## config.mk

```make
export PLATFORM = sky130hd
export DESIGN_NAME = zeta_addr_gen
export DESIGN_NICKNAME = d
export VERILOG_FILES = /design/src/rtl/zeta_addr_gen.sv
export SDC_FILE = /design/constraint.sdc
export NUM_CORES = 1
export LEC_CHECK = 0
export ABC_AREA = 1
export ABC_CLOCK_PERIOD_IN_PS = 1300
export BUFFER_PORTS_ARGS = -buffer_cell sky130_fd_sc_hd__buf_2
export CAP_MARGIN = 20
export CORE_UTILIZATION = 47
export DETAILED_ROUTE_END_ITERATION = 12
export PLACE_DENSITY_LB_ADDON = 0.12
export SETUP_SLACK_MARGIN = 0.5
export SYNTH_ARGS = -nofsm -noshare
export SYNTH_HDL_FRONTEND = slang
export SYNTH_SLANG_ARGS = --single-unit
```

## constraint.sdc

```tcl
create_clock -name clk -period 1.3 [get_ports clk]
set_input_delay 0.195 -clock clk [delete_from_list [all_inputs] [get_ports clk]]
set_output_delay 0.195 -clock clk [all_outputs]
set_load 0.01 [all_outputs]
```

## src/rtl/zeta_addr_gen.sv

```systemverilog
// zeta_addr_gen
//   Generates the stage-ROM zeta indices for one NTT stage. A polynomial is
//   streamed as 2^BEAT_W beats; each beat carries two butterflies (lane 0
//   serves butterfly k, lane 1 serves butterfly k + 2^BEAT_W). The ROM holds
//   2^STAGE zetas for this stage, so the index is the top STAGE bits of the
//   butterfly number. Inverse ordering mirrors the index inside the ROM.
//
// Handshake: a beat is accepted when in_valid && in_ready; in_ready is simply
//   !stall and does not depend on in_valid, so no combinational loop can form.
//
// Ports
//   clk, rst_n           clock, asynchronous active-low reset
//   in_valid / in_ready  upstream beat handshake
//   stall                downstream hold request (drops in_ready)
//   inv                  inverse ordering, captured on beat 0 only
//   rom_addr0/1          registered lane-0/1 zeta indices (STAGE bits)
//   addr_valid           rom_addr0/1 carry a beat issued last cycle
//   zeta_valid           ROM data valid (addr_valid delayed one cycle)
//   poly_last            zeta_valid belongs to the final beat of a polynomial
//   busy                 a polynomial is partially issued (state == RUN)

`ifndef NTT_STAGE_CNT
`define NTT_STAGE_CNT 7
`endif

module zeta_addr_gen #(
  parameter int STAGE = 1
) (
  input  logic             clk,
  input  logic             rst_n,
  input  logic             in_valid,
  output logic             in_ready,
  input  logic             stall,
  input  logic             inv,
  output logic [STAGE-1:0] rom_addr0,
  output logic [STAGE-1:0] rom_addr1,
  output logic             addr_valid,
  output logic             zeta_valid,
  output logic             poly_last,
  output logic             busy
);

  localparam int BEAT_W = `NTT_STAGE_CNT - 1;
  localparam int CNT_W  = (BEAT_W > 0) ? BEAT_W : 1;
  localparam int SHIFT  = `NTT_STAGE_CNT - STAGE;

  localparam logic [CNT_W-1:0] LAST_BEAT = CNT_W'((1 << BEAT_W) - 1);
  localparam logic [STAGE-1:0] HALF      = STAGE'(1 << (STAGE - 1));
  localparam logic [STAGE-1:0] MAXA      = {STAGE{1'b1}};

  if (STAGE < 1 || STAGE > `NTT_STAGE_CNT - 1) begin : g_bad_stage
    $error("zeta_addr_gen: STAGE must be in 1..NTT_STAGE_CNT-1");
  end

  typedef enum logic {
    IDLE = 1'b0,
    RUN  = 1'b1
  } state_t;

  state_t           state_q, state_d;
  logic [CNT_W-1:0] cnt_q, cnt_d;
  logic             inv_q, inv_d;
  logic [STAGE-1:0] rom_addr0_q, rom_addr0_d;
  logic [STAGE-1:0] rom_addr1_q, rom_addr1_d;
  logic             addr_valid_q, addr_valid_d;
  logic             addr_last_q, addr_last_d;
  logic             zeta_valid_q, zeta_valid_d;
  logic             poly_last_q, poly_last_d;

  logic             accept;
  logic [CNT_W-1:0] beat_k;
  logic             inv_use;
  logic [STAGE-1:0] f0, f1;

  assign in_ready = !stall;
  assign accept   = in_valid & in_ready;

  // Next-state: beat number and inverse flag for the beat offered this cycle.
  // Beat 0 uses the live inv input so the new ordering applies immediately.
  always_comb begin
    state_d = state_q;
    cnt_d   = cnt_q;
    inv_d   = inv_q;
    beat_k  = cnt_q;
    inv_use = inv_q;
    case (state_q)
      IDLE: begin
        beat_k  = '0;
        inv_use = inv;
        if (accept) begin
          inv_d   = inv;
          cnt_d   = '0;
          state_d = (BEAT_W == 0) ? IDLE : RUN;
        end
      end
      RUN: begin
        beat_k = cnt_q + 1'b1;
        if (accept) begin
          cnt_d = beat_k;
          if (beat_k == LAST_BEAT) begin
            cnt_d   = '0;
            state_d = IDLE;
          end
        end
      end
      default: begin
        state_d = IDLE;
      end
    endcase
  end

  // Index arithmetic: lane 0 takes the top STAGE bits of k; lane 1 sits half
  // a ROM further on. Inverse ordering reflects each index.
  always_comb begin
    f0           = STAGE'(beat_k >> SHIFT);
    f1           = f0 + HALF;
    rom_addr0_d  = rom_addr0_q;
    rom_addr1_d  = rom_addr1_q;
    addr_valid_d = accept;
    addr_last_d  = accept & (beat_k == LAST_BEAT);
    zeta_valid_d = addr_valid_q;
    poly_last_d  = addr_valid_q & addr_last_q;
    if (accept) begin
      rom_addr0_d = inv_use ? (MAXA - f0) : f0;
      rom_addr1_d = inv_use ? (MAXA - f1) : f1;
    end
  end

  always_ff @(posedge clk or negedge rst_n) begin
    if (!rst_n) begin
      state_q      <= IDLE;
      cnt_q        <= '0;
      inv_q        <= 1'b0;
      rom_addr0_q  <= '0;
      rom_addr1_q  <= '0;
      addr_valid_q <= 1'b0;
      addr_last_q  <= 1'b0;
      zeta_valid_q <= 1'b0;
      poly_last_q  <= 1'b0;
    end else begin
      state_q      <= state_d;
      cnt_q        <= cnt_d;
      inv_q        <= inv_d;
      rom_addr0_q  <= rom_addr0_d;
      rom_addr1_q  <= rom_addr1_d;
      addr_valid_q <= addr_valid_d;
      addr_last_q  <= addr_last_d;
      zeta_valid_q <= zeta_valid_d;
      poly_last_q  <= poly_last_d;
    end
  end

  assign rom_addr0  = rom_addr0_q;
  assign rom_addr1  = rom_addr1_q;
  assign addr_valid = addr_valid_q;
  assign zeta_valid = zeta_valid_q;
  assign poly_last  = poly_last_q;
  assign busy       = (state_q == RUN);

endmodule

```

==> metrics.csv <==
metric,value,unit
status,"finished, violations left",
violated checks,negative setup slack,
total internal power,0.000946,W
CTS buffer count,3,
pre-CTS WS,-73.2,ps
worst slew pin tran,297,ps
Ys Warns,0,
Via density,5.02,
post-synth top area cell,dfrtp_1,
post-DP HPWL,1030,µm
Layout area overhead,42.5,%
starting density of the core,51.7,%
largest net degree at the start of global routing,15,
Peak VDD IR,0.00103,V
TritonRoute pass-1 iters,4,
proportion of layout cells with a drive suffix above 1,54.8,%
sequential share of the synthesized area,50.8,%
final instance area,982,µm²
Netlist cell types,19,
Async SR Flop Fraction,100,%
ys flop type,dfrtp_1,
DP Area,832,µm²
max-cap check violation count,0,
Tot GR Track Use,22.5,%
syn nets,83,
core area,1330,µm²
Crit path largest cell delay,420,ps
CP Launch Type,flip-flop,
Post-Route WL,1480,µm
Hold WC Path Type,input port to flip-flop,
sequential share of power,43.0,%
DR WL/cell,12.4,µm
Clock Power Share,21.4,%
Final Critical Period,1340,ps
CTS max path bufs,2,
CTS tree,built,
IO Port Bufs,11,
WHS,181,ps
die width,40.3,µm
initial antenna violation count,0,
final hold viol count,0,
Area contributors post-synth,"dfrtp_1, nand2_1, nand3_2",
Synth Cell Area,689,µm²
Crit. End Element,flip-flop,
total gr overflow,0,
fmax,0.744,GHz
clock-pin transition on the worst setup and hold timing paths,80,ps
initial DRC count,9,
power per cell area,1470,nW/µm²
RD Place Congestion,0.853,
final setup margin,-43.3,ps
routed vias,597,
htree depth,1,
top post-synthesis cells by count,"nand2_1, dfrtp_1, o21ai_1",
vias in the first global route,563,
clk_lat worst skew,280,ps
Slew Limit Fails,0,
sum of buffers and inverters on the critical path,1,
CP max FO,6,
global-route wire length before repair,2360,µm
endpoints failing setup,6,
period utilization,103,%
Slew headroom,80.2,%
cell with the most instances after synthesis,nand2_1,
n_diodes,0,
CP cell instances,buf_4 -> nand3_2 -> o21bai_2 -> nand3_4 -> nor2_4 -> o21ai_1,
I/O pin count,12,
final net count,112,
total leakage power,0.465,nW
Mean Syn Cell Area,9.07,µm²
Post-synth EDFFs,0,
CP Class,flip-flop to flip-flop,
CP max-delay cell,dfrtp_2,
Switching Share,34.3,%
Site Rows,13,
DRT antenna net count,0,
clk_skew,0.510,ps
RSZ-0062 raised after global routing,true,
Die Y-Extent,40.3,µm
die area,1620,µm²
DRC Markers,0,
WP data arrival,1510,ps
share of the synthesized area in the top cell type,50.8,%
"CP delay by family, top",flip-flops,
clk root buf,clkbuf_4,
clk sinks,14,
Synth Instances,76,
switching power,0.000494,W
CP required,1470,ps
Seq cells post-synth,14,
Combinational Power Share,35.6,%
## worst paths after layout
path	from	end	slack [ps]	cells past startpoint
worst max-delay path	cnt_q[0]	cnt_q[3]	-40	6
worst min-delay path	in_valid	addr_valid	180	3
worst max register to register	cnt_q[0]	cnt_q[3]	-40	6
worst min register to register	addr_last_q	poly_last	440	2
max in group asynchronous	rst_n	cnt_q[2]	710	2
min in group asynchronous	rst_n	poly_last	350	2
## final cells by class
| class | instances | area (µm²) |
|---|---|---|
| clock buffer | 4 | 36.3 |
| fill | 97 | 352 |
| inverter | 9 | 33.8 |
| multi-input combinational | 52 | 367 |
| sequential | 14 | 354 |
| tap | 15 | 18.8 |
| timing repair buffer | 25 | 173 |
## per-layer routing
| metal | global-route usage (%) | part of all wire, % | vias up |
|---|---|---|---|
| met5 | 0 | 0 | - |
| met4 | 5.00 | 0.34 | 0 |
| li1 | - | - | 301 |
| met1 | 28.2 | 47 | 283 |
| met2 | 38.3 | 49 | 11 |
| met3 | 6.67 | 4.0 | 2 |
## through the flow
step,util [%],instances,total power [W],TNS [ps]
floorplan,-,76,0.000864,0
global placement,62.4,109,0.00102,-236
global route,73.6,119,0.00153,-607
detailed placement,62.4,109,0.00103,-398
finish,73.6,119,0.00144,-189
CTS,71.9,118,0.00141,-28.3
## registers in the layout (all words and copies together), names as in the netlist
register,flops
addr_valid,1
busy,1
zeta_valid,1
cnt_q,6
rom_addr0,1
poly_last,1
addr_last_q,1
rom_addr1,1
inv_q,1
## cells by family after synthesis
logic type	synth area share [%]
simple gates	26.9
fa+ha+maj	3.63
compound gates	9.80
buf+inv	6.53
xor+xnor	2.36
flops	50.8
## worst min-delay path: stages
cell     delay [ps]
buf_2            80
nand2_2          60
inv_2            80
## power by group through the flow
stage | combinational [W] | clock (W) | sequential [W]
6_report | 0.000513 | 0.000309 | 0.000619
5_1_grt | 0.000564 | 0.000341 | 0.000627
4_1_cts | 0.000481 | 0.000316 | 0.000616
3_5_place_dp | 0.000406 | 0 | 0.000619
3_3_place_gp | 0.000406 | 0 | 0.000615
2_1_floorplan | 0.000264 | 0 | 0.000600
## what timing repair did
item                                   in CTS  in global routing
setup endpoints to repair                  17                 17
setup buffers                               4                  1
resized for setup                          13                  4
endpoints found under the hold margin      14                  0
hold buffers                                1                  0
pin swaps                                   8                  2
## cells in the final DEF (no fill, tap or decap), types with 2 or more instances in the layout
cell type / n
a21oi_2: 3
nand2_2: 4
nand2_1: 18
buf_2: 10
o21ai_2: 2
buf_6: 2
nor2_1: 2
nand3_2: 4
nand4_1: 3
nor2_2: 3
buf_4: 12
inv_1: 5
ha_4: 2
dfrtp_1: 11
inv_2: 4
o21ai_1: 4
clkbuf_4: 3
dfrtp_2: 3
No activity file was read; power rests on OpenSTA's default activity.
